**config.mk**
```make
export PLATFORM = sky130hd
export DESIGN_NAME = rst_seq
export DESIGN_NICKNAME = d
export VERILOG_FILES = /design/src/rtl/rst_seq_pkg.sv /design/src/rtl/rst_sync.sv /design/src/rtl/rst_seq.sv
export SDC_FILE = /design/constraint.sdc
export NUM_CORES = 1
export LEC_CHECK = 0
export CORE_AREA = 2 2 49 51
export CTS_BUF_LIST = sky130_fd_sc_hd__clkbuf_8 sky130_fd_sc_hd__clkbuf_16
export DETAILED_ROUTE_END_ITERATION = 10
export DIE_AREA = 0 0 51 53
export GPL_ROUTABILITY_DRIVEN = 0
export PLACE_DENSITY = 0.48
export SYNTH_ARGS = -nofsm -noshare
export SYNTH_HDL_FRONTEND = slang
export SYNTH_SLANG_ARGS = --single-unit
```
**constraint.sdc**
```tcl
create_clock -name i_clk -period 0.8 [get_ports i_clk]
set_input_delay 0.08 -clock i_clk [delete_from_list [all_inputs] [get_ports i_clk]]
set_output_delay 0.08 -clock i_clk [all_outputs]
set_load 0.01 [all_outputs]
```
**src/rtl/rst_seq_pkg.sv**
```systemverilog
// Shared types and constants for the staged reset sequencer.
//   rst_seq_state_e : sequencer FSM state encoding
//   RST_SYNC_STAGES : flop depth of the reset-input synchronizer
package rst_seq_pkg;

  localparam int unsigned RST_SYNC_STAGES = 2;

  typedef enum logic [1:0] {
    ST_RESET      = 2'd0,
    ST_RELEASE    = 2'd1,
    ST_RUN        = 2'd2,
    ST_SWRST_HOLD = 2'd3
  } rst_seq_state_e;

endpackage

```
**src/rtl/rst_sync.sv**
```systemverilog
// Reset synchronizer: asynchronous assert, synchronous deassert.
// Reusable for any clock domain.
//   clk        : destination clock
//   rst_n      : asynchronous active-low reset in
//   rst_sync_n : active-low reset, deasserted STAGES edges after rst_n rises
module rst_sync
  import rst_seq_pkg::*;
#(
  parameter int unsigned STAGES = RST_SYNC_STAGES
) (
  input  logic clk,
  input  logic rst_n,
  output logic rst_sync_n
);

  if (STAGES < 2) begin : g_bad_stages
    $error("rst_sync: STAGES must be at least 2");
  end

  logic [STAGES-1:0] sync_q;

  // Shift ones in from bit 0; the top flop is the synchronized reset.
  always_ff @(posedge clk or negedge rst_n) begin
    if (!rst_n) begin
      sync_q <= '0;
    end else begin
      sync_q <= STAGES'({sync_q, 1'b1});
    end
  end

  assign rst_sync_n = sync_q[STAGES-1];

endmodule

```
**src/rtl/rst_seq.sv**
```systemverilog
// Staged reset sequencer. Releases NUM_STAGES_p active-low resets in order
// (bit 0 first), STAGE_DELAY_p cycles apart, after the system reset has been
// synchronized. A software reset request in RUN re-asserts all stages, holds
// them for SWRST_HOLD_p cycles and replays the release sequence.
// Build option: define RST_SEQ_SWRST_EN to enable the software reset path;
// without it i_swrst_req is ignored and o_swrst_busy is tied low.
//   i_clk        : system clock
//   i_rst_n      : asynchronous active-low system reset
//   i_swrst_req  : single-cycle software reset request
//   o_rst_n      : staged active-low resets
//   o_rst_done   : all stages released
//   o_swrst_busy : software reset in progress
module rst_seq
  import rst_seq_pkg::*;
#(
  parameter int unsigned NUM_STAGES_p  = 3,
  parameter int unsigned STAGE_DELAY_p = 16,
  parameter int unsigned SWRST_HOLD_p  = 32
) (
  input  logic                    i_clk,
  input  logic                    i_rst_n,
  input  logic                    i_swrst_req,
  output logic [NUM_STAGES_p-1:0] o_rst_n,
  output logic                    o_rst_done,
  output logic                    o_swrst_busy
);

  localparam int unsigned CNT_MAX = (STAGE_DELAY_p > SWRST_HOLD_p) ? STAGE_DELAY_p : SWRST_HOLD_p;
  localparam int unsigned CNT_W   = (CNT_MAX > 1) ? $clog2(CNT_MAX) : 1;
  localparam int unsigned IDX_W   = (NUM_STAGES_p > 1) ? $clog2(NUM_STAGES_p) : 1;

  if (NUM_STAGES_p == 0 || NUM_STAGES_p > 8) begin : g_bad_num_stages
    $error("rst_seq: NUM_STAGES_p must be in 1..8");
  end
  if (STAGE_DELAY_p == 0) begin : g_bad_stage_delay
    $error("rst_seq: STAGE_DELAY_p must be at least 1");
  end
  if (SWRST_HOLD_p == 0) begin : g_bad_swrst_hold
    $error("rst_seq: SWRST_HOLD_p must be at least 1");
  end

  logic rst_sync_n;

  rst_sync #(
    .STAGES(RST_SYNC_STAGES)
  ) u_rst_sync (
    .clk       (i_clk),
    .rst_n     (i_rst_n),
    .rst_sync_n(rst_sync_n)
  );

  rst_seq_state_e          state_q, state_d;
  logic [CNT_W-1:0]        cnt_q, cnt_d;
  logic [IDX_W-1:0]        idx_q, idx_d;
  logic [NUM_STAGES_p-1:0] stage_q, stage_d;
  logic                    done_q, done_d;
`ifdef RST_SEQ_SWRST_EN
  logic                    busy_q, busy_d;
`endif

  // State register; rst_sync_n follows i_rst_n low asynchronously.
  always_ff @(posedge i_clk or negedge rst_sync_n) begin
    if (!rst_sync_n) begin
      state_q <= ST_RESET;
      cnt_q   <= '0;
      idx_q   <= '0;
      stage_q <= '0;
      done_q  <= 1'b0;
`ifdef RST_SEQ_SWRST_EN
      busy_q  <= 1'b0;
`endif
    end else begin
      state_q <= state_d;
      cnt_q   <= cnt_d;
      idx_q   <= idx_d;
      stage_q <= stage_d;
      done_q  <= done_d;
`ifdef RST_SEQ_SWRST_EN
      busy_q  <= busy_d;
`endif
    end
  end

  // Next-state and output logic.
  always_comb begin
    state_d = state_q;
    cnt_d   = cnt_q;
    idx_d   = idx_q;
    stage_d = stage_q;
    done_d  = done_q;
`ifdef RST_SEQ_SWRST_EN
    busy_d  = busy_q;
`endif
    case (state_q)
      ST_RESET: begin
        state_d = ST_RELEASE;
        cnt_d   = '0;
        idx_d   = '0;
      end
      ST_RELEASE: begin
        if (cnt_q == CNT_W'(STAGE_DELAY_p - 1)) begin
          cnt_d   = '0;
          // Stages release in order, so shifting a one in releases stage idx.
          stage_d = NUM_STAGES_p'({stage_q, 1'b1});
          idx_d   = idx_q + IDX_W'(1);
          if (idx_q == IDX_W'(NUM_STAGES_p - 1)) begin
            state_d = ST_RUN;
            idx_d   = '0;
            done_d  = 1'b1;
`ifdef RST_SEQ_SWRST_EN
            busy_d  = 1'b0;
`endif
          end
        end else begin
          cnt_d = cnt_q + CNT_W'(1);
        end
      end
      ST_RUN: begin
`ifdef RST_SEQ_SWRST_EN
        if (i_swrst_req) begin
          state_d = ST_SWRST_HOLD;
          cnt_d   = '0;
          idx_d   = '0;
          stage_d = '0;
          done_d  = 1'b0;
          busy_d  = 1'b1;
        end
`endif
      end
`ifdef RST_SEQ_SWRST_EN
      ST_SWRST_HOLD: begin
        if (cnt_q == CNT_W'(SWRST_HOLD_p - 1)) begin
          state_d = ST_RELEASE;
          cnt_d   = '0;
        end else begin
          cnt_d = cnt_q + CNT_W'(1);
        end
      end
`endif
      default: begin
        state_d = ST_RESET;
        cnt_d   = '0;
        idx_d   = '0;
        stage_d = '0;
        done_d  = 1'b0;
      end
    endcase
  end

  assign o_rst_n    = stage_q;
  assign o_rst_done = done_q;

`ifdef RST_SEQ_SWRST_EN
  assign o_swrst_busy = busy_q;
`else
  logic unused_swrst_req;
  assign unused_swrst_req = i_swrst_req;
  assign o_swrst_busy     = 1'b0;
`endif

endmodule

```
==> results.txt, run 1 <==
* Critical path arrival: 1450 ps
- Number of hold-slack violations in the final timing report: 0
- 8 I/O pins were placed.
- The total area inside the core boundary comes to 2150 um2.
- The library cell used most frequently in the layout, excluding fill and tap cells, is sky130_fd_sc_hd__buf_4.
- Sequential fraction of the synthesis area: 0.544
- Internal power: 0.00112 W
- Buffers inserted during clock tree synthesis total 3.
- After global routing the overflow that remains totals 0.
- Row generation in the floorplan step produced 17 rows.
- Total global-route track usage: 0.130
* Share of the cycle needed by the critical path after routing: 1.58
- Required time at the endpoint of the critical path: 990 ps
* Dpl cell area: 906 um2
- Clock-pin slew of the registers on the worst-case setup and hold paths: 60 ps
- After layout, the minimum clock period comes to 1260 ps.
- Clock latency on the worst-skew pair, taken at its later pin, is 240 ps.
* Power consumption: 0.00140 W
- Portion of total power attributed to the clock network: 0.434
* Setup repair after global routing missed its margin: yes
* Worst Skew: 1.01 ps
* Die width: 51 um
- The path class of the tightest hold or removal check is flop to async pin.
- The tightest hold path in the finished design has a slack of 172 ps.
* Layout cells sized above 1: 0.449
- Final critical-path setup slack: -461 ps
- Synth-to-Final Area Change: 45.9%
- Antenna violations before repair: 0
- The final route contains 571 vias.
- Switching pwr: 0.000282 W
* Number of DRC markers in iteration 0: 7
- Count of buffers inserted at the top-level ports: 5
* Post-DP HPWL: 1.05 mm
- Area share of the largest cell type after synthesis: 0.544
- CP Launch Type: flop
- After detailed routing, the number of vias per cell comes to 4.88.
- Setup violations remaining at the end of the flow were counted as 17.
- Final-stage net count: 94
- Post-synthesis instance area: 689 um2
- Number of max-cap violations: 0
- Number of optimization iterations in the first detailed-route pass: 4
* Global-route wire length before repair: 2.55 mm
* Cells taking the most area after synthesis: sky130_fd_sc_hd__dfrtp_1 54%, sky130_fd_sc_hd__nand3_1 5.8%, sky130_fd_sc_hd__nand4b_1 3.8%
* Total power divided by cell area: 1390 nW/um2
- Averaged over all synthesized cells, the footprint is 10.9 um2.
- Path type of the worst setup path: flop to flop
* Mapped Nets: 67
- In this run, synthesis produced a sequential element count of 15.
* YS warnings: 0
- CTS saw 15 sinks.
- Initial standard-cell utilization of the core: 0.321
- Leading area contributor after synthesis: sky130_fd_sc_hd__dfrtp_1
- Wire length reported by the detailed router: 1.44 mm
- The filler cells instantiated in the layout total 204.
- The clock passes through at most 2 buffers.
* Overall die area: 2700 um2
* Final std cell area, no fill: 1010 um2
- The top cell types in the final layout, fill and taps aside, are 19 x sky130_fd_sc_hd__buf_4, 15 x sky130_fd_sc_hd__dfrtp_1, 7 x sky130_fd_sc_hd__nand3_1, 6 x sky130_fd_sc_hd__nand2_1, 4 x sky130_fd_sc_hd__buf_2.
* Detail-routed net length per standard cell: 12.3 um
- Number of standard cells after synthesis: 63
- Entering global routing, the biggest net connects 14 pins.
- TritonCTS built the clock tree.
- Die H: 53 um
* Clock tree root driver cell: sky130_fd_sc_hd__clkbuf_8
- The final-report max-slew violation count came to 0.
- The share of total power dissipated in combinational logic is 0.020.
- DRT antenna net count: 0
- Critical path peak fanout: 3
- Outcome: finished, violations left
- Number of global-route vias before repair: 572
- Fmax: 0.793 GHz
* Leakage power of the design: 0.448 nW
- Counting distinct cell types in the post-synthesis netlist gives 27.
- Of the total power, registers draw 0.546.
- Peak supply drop: 0.861 mV
- Violations in the final reports: setup timing
- The worst setup path is captured at a flop.
- The number of antenna diodes in the final layout is 0.
- CTS built an H-tree with a depth of 1.
- For this run, design rule violations remaining after detail routing come to 0.
- Of the total power, the share spent switching nets is 0.201.
==> cell usage after synthesis <==
master                      n
sky130_fd_sc_hd__a21o_1     1
sky130_fd_sc_hd__a21oi_1    3
sky130_fd_sc_hd__a22o_1     1
sky130_fd_sc_hd__a31oi_1    1
sky130_fd_sc_hd__a32o_1     1
sky130_fd_sc_hd__and4b_2    1
sky130_fd_sc_hd__buf_2      1
sky130_fd_sc_hd__buf_4      1
sky130_fd_sc_hd__clkbuf_1   2
sky130_fd_sc_hd__conb_1     2
sky130_fd_sc_hd__dfrtp_1   15
sky130_fd_sc_hd__ha_1       1
sky130_fd_sc_hd__nand2_1    6
sky130_fd_sc_hd__nand2b_1   3
sky130_fd_sc_hd__nand3_1    8
sky130_fd_sc_hd__nand3b_1   2
sky130_fd_sc_hd__nand4_1    1
sky130_fd_sc_hd__nand4b_1   3
sky130_fd_sc_hd__nand4b_4   1
sky130_fd_sc_hd__nor2b_1    2
sky130_fd_sc_hd__nor3b_1    1
sky130_fd_sc_hd__o21a_1     1
sky130_fd_sc_hd__o21ai_0    1
sky130_fd_sc_hd__o31ai_1    1
sky130_fd_sc_hd__or3_1      1
sky130_fd_sc_hd__or4_1      1
sky130_fd_sc_hd__xnor2_1    1
==> power groups by stage <==
stage	clock network [W]	logic, W	registers (W)
after floorplan	0	0.00000607	0.000788
after global placement	0	0.0000266	0.000779
after detailed placement	0	0.0000264	0.000779
after CTS	0.000640	0.0000300	0.000765
after global routing	0.000661	0.0000338	0.000765
final	0.000607	0.0000284	0.000765
==> worst max-delay path: stages (launching register included) <==
cell,delay (ps)
sky130_fd_sc_hd__dfrtp_1,390
sky130_fd_sc_hd__ha_4,170
sky130_fd_sc_hd__nand4b_4,110
sky130_fd_sc_hd__buf_6,130
sky130_fd_sc_hd__nor3b_2,150
sky130_fd_sc_hd__buf_4,150
sky130_fd_sc_hd__a22o_1,110
==> state kept, by name (all words and copies together) (netlist names) <==
signal,cells
cnt_q,5
idx_q,2
o_rst_done,1
o_rst_n,3
state_q,2
u_rst_sync.sync_q,2
==> layer usage <==
layer | vias to the layer above | wire (um) | track usage
met4 | 0 | 12 | 0.0270
met2 | 7 | 721 | 0.234
met3 | 2 | 52 | 0.0508
li1 | 277 | - | -
met5 | - | 0 | 0
met1 | 285 | 657 | 0.146
==> what timing repair did <==
action	CTS	global route
pin swaps	6	3
hold endpoints to repair	2	0
resized for setup	19	8
buffers inserted	2	0
hold buffers	1	0
endpoints found under the setup margin	17	17
==> cells by family (layout without fill, tap and decap cells) <==
| kind of cell | Yosys count | in the layout | share of synthesized area |
|---|---|---|---|
| compound gates | 10 | 10 | 0.0980 |
| simple gates | 30 | 30 | 0.287 |
| buf+inv | 4 | 30 | 0.0290 |
| flops | 15 | 15 | 0.544 |
| xor+xnor | 1 | 1 | 0.0127 |
| fa+ha+maj | 1 | 1 | 0.0181 |
| other cells | 2 | 2 | 0.0109 |
==> final cells by class <==
class,instances,area [um2],share of cell area
multi-input cells,44,355,0.353
clock buffers,3,41.3,0.0410
well taps,28,35.0,0.0348
flip-flops and latches,15,375,0.373
repair buffers,26,194,0.193
clock inverters,1,5.00,0.00498
==> path summary, 6_finish.rpt <==
check,start,depth (start not counted),slack (ps),endpoint
max reg2reg,cnt_q[1]$_DFFE_PN0P_,6,-460,o_rst_done$_DFFE_PN0P_
min,u_rst_sync.sync_q[1]$_DFF_PN0_,1,170,cnt_q[3]$_DFFE_PN0P_
max in group asynchronous,i_rst_n,2,150,u_rst_sync.sync_q[0]$_DFF_PN0_
min in group i_clk,u_rst_sync.sync_q[0]$_DFF_PN0_,0,350,u_rst_sync.sync_q[1]$_DFF_PN0_
min reg2reg,u_rst_sync.sync_q[1]$_DFF_PN0_,1,170,cnt_q[3]$_DFFE_PN0P_
max,cnt_q[1]$_DFFE_PN0P_,6,-460,o_rst_done$_DFFE_PN0P_
==> per-stage QoR <==
stage	instances	setup TNS, ps	worst slack [ps]	utilization
4_1_cts	117	-4980	-473	0.451
2_1_floorplan	63	-4160	-510	-
3_5_place_dp	110	-5280	-471	0.422
5_1_grt	117	-5750	-524	0.468
6_report	117	-4750	-461	0.468
3_3_place_gp	110	-5300	-450	0.422
Power figures use the tool's default switching activity.
==> inputs of run 2 (changes only) <==
--- a/config.mk
+++ b/config.mk
@@ -5,6 +5,7 @@
 export SDC_FILE = /design/constraint.sdc
 export NUM_CORES = 1
 export LEC_CHECK = 0
+export CAP_MARGIN = 20
 export CORE_AREA = 2 2 49 51
 export CTS_BUF_LIST = sky130_fd_sc_hd__clkbuf_8 sky130_fd_sc_hd__clkbuf_16
 export DETAILED_ROUTE_END_ITERATION = 10
==> results of run 2 <==
Same layout as run 1: the final DEF is identical, and so are final timing and power.
